**src/rtl/axi_node_pkg.sv**
```systemverilog
// Shared types and constants for the AXI fan-in/fan-out tree nodes.
// resp_beat_t matches the default node widths (32-bit aux, 17-bit routed ID).
package axi_node_pkg;
    localparam int SKID_DEPTH    = 2;
    localparam int AUX_WIDTH_DEF = 32;
    localparam int ID_WIDTH_DEF  = 17;

    typedef enum logic {BURST_IDLE, BURST_ACTIVE} burst_state_t;

    typedef struct packed {
        logic [AUX_WIDTH_DEF-1:0] aux;
        logic [ID_WIDTH_DEF-2:0]  id;
        logic                     last;
    } resp_beat_t;
endpackage

```
**src/rtl/axi_resp_skid_buf.sv**
```systemverilog
// Two-entry skid FIFO: head drives the outputs directly, 1 cycle accept-to-valid, no bypass.
// in_gnt depends only on the registered count, so it never waits on out_gnt.
module axi_resp_skid_buf
    import axi_node_pkg::*;
#(
    parameter int WIDTH = 8
) (
    input  logic             clk,
    input  logic             rst,
    input  logic             in_req,
    input  logic [WIDTH-1:0] in_dat,
    output logic             in_gnt,
    output logic             out_req,
    output logic [WIDTH-1:0] out_dat,
    input  logic             out_gnt
);
    logic [WIDTH-1:0] mem [SKID_DEPTH];
    logic             wptr;
    logic             rptr;
    logic [1:0]       count;
    logic             push;
    logic             pop;

    // The full check uses the pre-pop count, so a full buffer refuses input even while draining.
    assign in_gnt  = ~rst & (count < 2'(SKID_DEPTH));
    assign out_req = ~rst & (count != 2'd0);
    assign out_dat = rst ? '0 : mem[rptr];
    assign push    = in_req & in_gnt;
    assign pop     = out_req & out_gnt;

    always_ff @(posedge clk) begin
        if (rst) begin
            wptr   <= 1'b0;
            rptr   <= 1'b0;
            count  <= 2'd0;
            mem[0] <= '0;
            mem[1] <= '0;
        end else begin
            if (push) begin
                mem[wptr] <= in_dat;
                wptr      <= ~wptr;
            end
            if (pop) begin
                rptr <= ~rptr;
            end
            case ({push, pop})
                2'b10:   count <= count + 2'd1;
                2'b01:   count <= count - 2'd1;
                default: count <= count;
            endcase
        end
    end
endmodule

```
**src/rtl/axi_fanout_primitive_resp.sv**
```systemverilog
// Steers an upstream response stream to one of two initiators by the ID MSB, which is stripped.
// Bursts stay locked to their first beat's output until LAST; a route change mid-burst flags proto_err_o.
module axi_fanout_primitive_resp
    import axi_node_pkg::*;
#(
    parameter int AUX_WIDTH = AUX_WIDTH_DEF,
    parameter int ID_WIDTH  = ID_WIDTH_DEF
) (
    input  logic                 clk,
    input  logic                 rst,
    input  logic                 data_req_i,
    input  logic [AUX_WIDTH-1:0] data_AUX_i,
    input  logic [ID_WIDTH-1:0]  data_ID_i,
    input  logic                 data_last_i,
    output logic                 data_gnt_o,
    output logic                 data_req0_o,
    output logic [AUX_WIDTH-1:0] data_AUX0_o,
    output logic [ID_WIDTH-2:0]  data_ID0_o,
    output logic                 data_last0_o,
    input  logic                 data_gnt0_i,
    output logic                 data_req1_o,
    output logic [AUX_WIDTH-1:0] data_AUX1_o,
    output logic [ID_WIDTH-2:0]  data_ID1_o,
    output logic                 data_last1_o,
    input  logic                 data_gnt1_i,
    output logic                 proto_err_o
);
    typedef struct packed {
        logic [AUX_WIDTH-1:0] aux;
        logic [ID_WIDTH-2:0]  id;
        logic                 last;
    } beat_t;

    burst_state_t state;
    logic         burst_dest;
    logic         route_bit;
    logic         dest;
    logic         accept;
    logic         gnt_b0;
    logic         gnt_b1;
    beat_t        in_beat;
    beat_t        out0;
    beat_t        out1;

    assign route_bit  = data_ID_i[ID_WIDTH-1];
    assign dest       = (state == BURST_ACTIVE) ? burst_dest : route_bit;
    assign data_gnt_o = dest ? gnt_b1 : gnt_b0;
    assign accept     = data_req_i & data_gnt_o;
    assign in_beat    = '{aux: data_AUX_i, id: data_ID_i[ID_WIDTH-2:0], last: data_last_i};

    axi_resp_skid_buf #(.WIDTH($bits(beat_t))) u_buf0 (
        .clk     (clk),
        .rst     (rst),
        .in_req  (data_req_i & ~dest),
        .in_dat  (in_beat),
        .in_gnt  (gnt_b0),
        .out_req (data_req0_o),
        .out_dat (out0),
        .out_gnt (data_gnt0_i)
    );

    axi_resp_skid_buf #(.WIDTH($bits(beat_t))) u_buf1 (
        .clk     (clk),
        .rst     (rst),
        .in_req  (data_req_i & dest),
        .in_dat  (in_beat),
        .in_gnt  (gnt_b1),
        .out_req (data_req1_o),
        .out_dat (out1),
        .out_gnt (data_gnt1_i)
    );

    assign data_AUX0_o  = out0.aux;
    assign data_ID0_o   = out0.id;
    assign data_last0_o = out0.last;
    assign data_AUX1_o  = out1.aux;
    assign data_ID1_o   = out1.id;
    assign data_last1_o = out1.last;

    always_ff @(posedge clk) begin
        if (rst) begin
            state       <= BURST_IDLE;
            burst_dest  <= 1'b0;
            proto_err_o <= 1'b0;
        end else if (accept) begin
            case (state)
                BURST_IDLE: begin
                    if (!data_last_i) begin
                        state      <= BURST_ACTIVE;
                        burst_dest <= route_bit;
                    end
                end
                default: begin
                    if (route_bit != burst_dest) proto_err_o <= 1'b1;
                    if (data_last_i) state <= BURST_IDLE;
                end
            endcase
        end
    end
endmodule

```
**config.mk**
```make
export PLATFORM = sky130hd
export DESIGN_NAME = axi_fanout_primitive_resp
export DESIGN_NICKNAME = d
export VERILOG_FILES = /design/src/rtl/axi_node_pkg.sv /design/src/rtl/axi_resp_skid_buf.sv /design/src/rtl/axi_fanout_primitive_resp.sv
export SDC_FILE = /design/constraint.sdc
export NUM_CORES = 1
export LEC_CHECK = 0
export BUFFER_PORTS_ARGS = -buffer_cell sky130_fd_sc_hd__buf_2
export CAP_MARGIN = 20
export CORE_MARGIN = 2
export CORE_UTILIZATION = 46
export DETAILED_ROUTE_END_ITERATION = 6
export PLACE_DENSITY = 0.68
export SLEW_MARGIN = 25
export SYNTH_ARGS = -nofsm -noshare
export SYNTH_HDL_FRONTEND = slang
export SYNTH_HIERARCHICAL = 1
export SYNTH_SLANG_ARGS = --single-unit
```
**constraint.sdc**
```tcl
create_clock -name clk -period 2.6 [get_ports clk]
set_input_delay 0.26 -clock clk [delete_from_list [all_inputs] [get_ports clk]]
set_output_delay 0.26 -clock clk [all_outputs]
set_load 0.005 [all_outputs]
```
==> impl_metrics.yaml <==
routing:
  wl_um: 21200
  m1WireLength_um: 9240
  wl_per_cell_um: 18.4
  drc_errors: 0
  routed-wl-met2_um: 10400
  ant_nets: 0
  drt_iter0_markers: 395
  viasPerCell: 5.33
  vias: 6151
  dr_wl_met3_um: 1240
  dr.pass1.iters: 4
  routed.top_layer: "met4"
logic_synthesis:
  seq_area_frac_synth: 0.646
  syn-num-nets: 789
  netlist_area_um2: 9510
  async_flop_share: 0
  synth.avg_cell_area_um2: 13.0
  synth_ff_type: "edfxtp_1"
  synth_edf_count: 196
  ys_seq_elements: 209
  syn_inst: 732
  synthDistinctLibCells: 34
  yosysWarnings: 6
grt:
  grt_pass1_wl_um: 33300
  grt_overflow: 0
  antenna_found_initial: 2
  grt_max_degree: 99
  track_usage: 0.194
  grt_pass1_vias: 6157
die:
  fp-row-count: 52
  dieArea_um2: 21800
  core_area_um2: 20200
  start_util: 0.470
  die_y_um: 148
  die_w_um: 148
  ioPinCount: 157
critical_path:
  required_ns: 2.34
  cp_top_family: "flip-flops"
  worst-setup-path-type: "reg2out"
  cp_num_buf_inv: 2
  cp-start-kind: "register"
  crit_chain: "buf_4, mux2i_1, nor2_1, buf_2"
  endpoint_kind: "output pin"
  slowest_delay_ns: 0.63
  critPathMaxFanout: 24
  crit_slowest_cell: "dfxtp_4"
  arrival_ns: 1.96
  rrSetupSlack_ns: 0.51
power:
  p_comb_frac: 0.112
  p_clk_frac: 0.366
  p_int_mw: 5.86
  p_leak_nw: 5.03
  power.density_nw_per_um2: 690
  switchingPower_mw: 1.83
  pwr-share-seq: 0.521
  ir_drop_mv: 0.504
  p_sw_frac: 0.238
sta:
  relSlewSlack: 0.464
  finalCritPeriodShare: 0.852
  final-setup-viol-count: 0
  tns_ns: 0
  hold_violations: 0
  finalMaxSlewViolations: 0
  finalCriticalPeriod_ns: 2.22
  rsz0062_at_grt: "no"
  worst_pin_slew_ns: 0.804
  skew_ns: 0.00854
  fmax_mhz: 451
min_path:
  hold_class: "in2reg"
clocking:
  clk_pin_slew_worst_paths_ns: 0.06
  clock_sinks: 209
  cts_resized: 0
  cts_buffer_depth: 3
  htreeDepth: 1
  cts_buffers: 22
  root_buffer: "clkbuf_16"
  cts_tree: "yes"
  worstSkewPairLatency_ns: 0.49
  hold_buffers: 0
  post-cts-setup-buffers: 0
run:
  maxCapViolCount: 0
finish:
  syn_to_final_growth_pct: 17.1
  fin_util: 0.550
  fin_nets: 924
  drive_gt1_frac: 0.249
run_status:
  status: "completed"
placed_design:
  gp_congestion: 0.741
  io_buffers: 156
  post-dp-hpwl_um: 12400
## area by class of cell
type,instances,area [um2]
Antenna cell,1,2.50
Clock buffer,30,602
Clock inverter,9,37.5
Fill cell,1732,9100
Inverter,3,11.3
Multi-Input combinational cell,456,3030
Sequential cell,209,6150
Tap cell,270,338
Timing Repair Buffer,175,963
## power groups by stage
stage | logic (mW) | clock network [mW] | registers, mW
floorplan | 0.555 | 0 | 4.03
global placement | 0.866 | 0 | 4.07
detailed placement | 0.872 | 0 | 4.08
CTS | 0.876 | 2.87 | 4.01
global route | 0.956 | 3.00 | 4.03
finish | 0.862 | 2.82 | 4.01
## cells in the final DEF, fill, tap and decap left out, types with 3 or more instances in the layout
cell type,instances
dfxtp_1,11
clkinv_1,6
buf_4,17
buf_12,3
clkbuf_1,7
clkinv_2,3
and3_1,196
nor2_4,4
a21oi_1,7
and3b_1,3
o21ai_0,6
nor2_1,111
nand2_1,4
edfxtp_1,196
buf_2,155
mux2i_1,99
clkbuf_16,23
xor2_1,4
## cell usage after synthesis (3+ instances only)
master / instances / area share
buf_2: 10 / 0.0053
nor2_1: 111 / 0.044
edfxtp_1: 196 / 0.62
and3b_1: 3 / 0.0028
o21ai_0: 6 / 0.0032
buf_4: 6 / 0.0047
clkbuf_1: 36 / 0.014
xor2_1: 4 / 0.0037
dfxtp_1: 13 / 0.027
buf_6: 10 / 0.012
and3_1: 196 / 0.13
a21oi_1: 7 / 0.0037
nand2_1: 4 / 0.0016
mux2i_1: 99 / 0.10
## state kept, by name, indices dropped and copies added (netlist names), named ones only
name	flops
proto_err_o	1
u_buf1/mem	98
u_buf0/mem	98
u_buf0/rptr	1
u_buf0/wptr	1
u_buf0/count	2
state	1
u_buf1/wptr	1
u_buf1/count	2
burst_dest	1
u_buf1/rptr	1
## path summary, 6_finish.rpt
check                                  from                end  depth (start not counted)
worst max-delay path               register    data_AUX1_o[14]                          4
worst min register to register  proto_err_o        proto_err_o                          2
worst max register to register        state  u_buf1/mem[1][35]                          6
worst min-delay path             data_req_i              state                          2
## logic make-up (layout without fill, tap and decap cells)
| group | Yosys count | in the layout | share of synthesized area |
|---|---|---|---|
| XOR/XNOR | 6 | 6 | 0.00552 |
| flip-flops | 209 | 209 | 0.646 |
| adder cells (fa/ha/maj) | 2 | 2 | 0.00263 |
| other | 0 | 1 | 0 |
| multiplexers | 101 | 101 | 0.107 |
| AO/OA/AOI/OAI | 17 | 17 | 0.0108 |
| buffers and inverters | 67 | 217 | 0.0383 |
| AND/OR/NAND/NOR | 330 | 330 | 0.190 |
## per-stage QoR
step / cells / setup WS [ns] / hold WS [ns] / total power, mW / instance area, um2
floorplan: 732 / 0.131 / 0.328 / 4.59 / 9510
CTS: 1152 / 0.351 / 0.0171 / 7.76 / 11100
global route: 1152 / 0.260 / 0.0373 / 7.99 / 11100
global placement: 1113 / 0.623 / 0.459 / 4.94 / 10500
finish: 1153 / 0.384 / 0.0303 / 7.69 / 11100
detailed placement: 1113 / 0.557 / 0.462 / 4.96 / 10500
## layer usage
layer,track usage,vias to the layer above
li1,-,2955
met1,0.257,2992
met2,0.331,177
met3,0.0367,27
met4,0.0500,0
met5,0,-
Note: power is estimated with default switching activity, not from simulation.
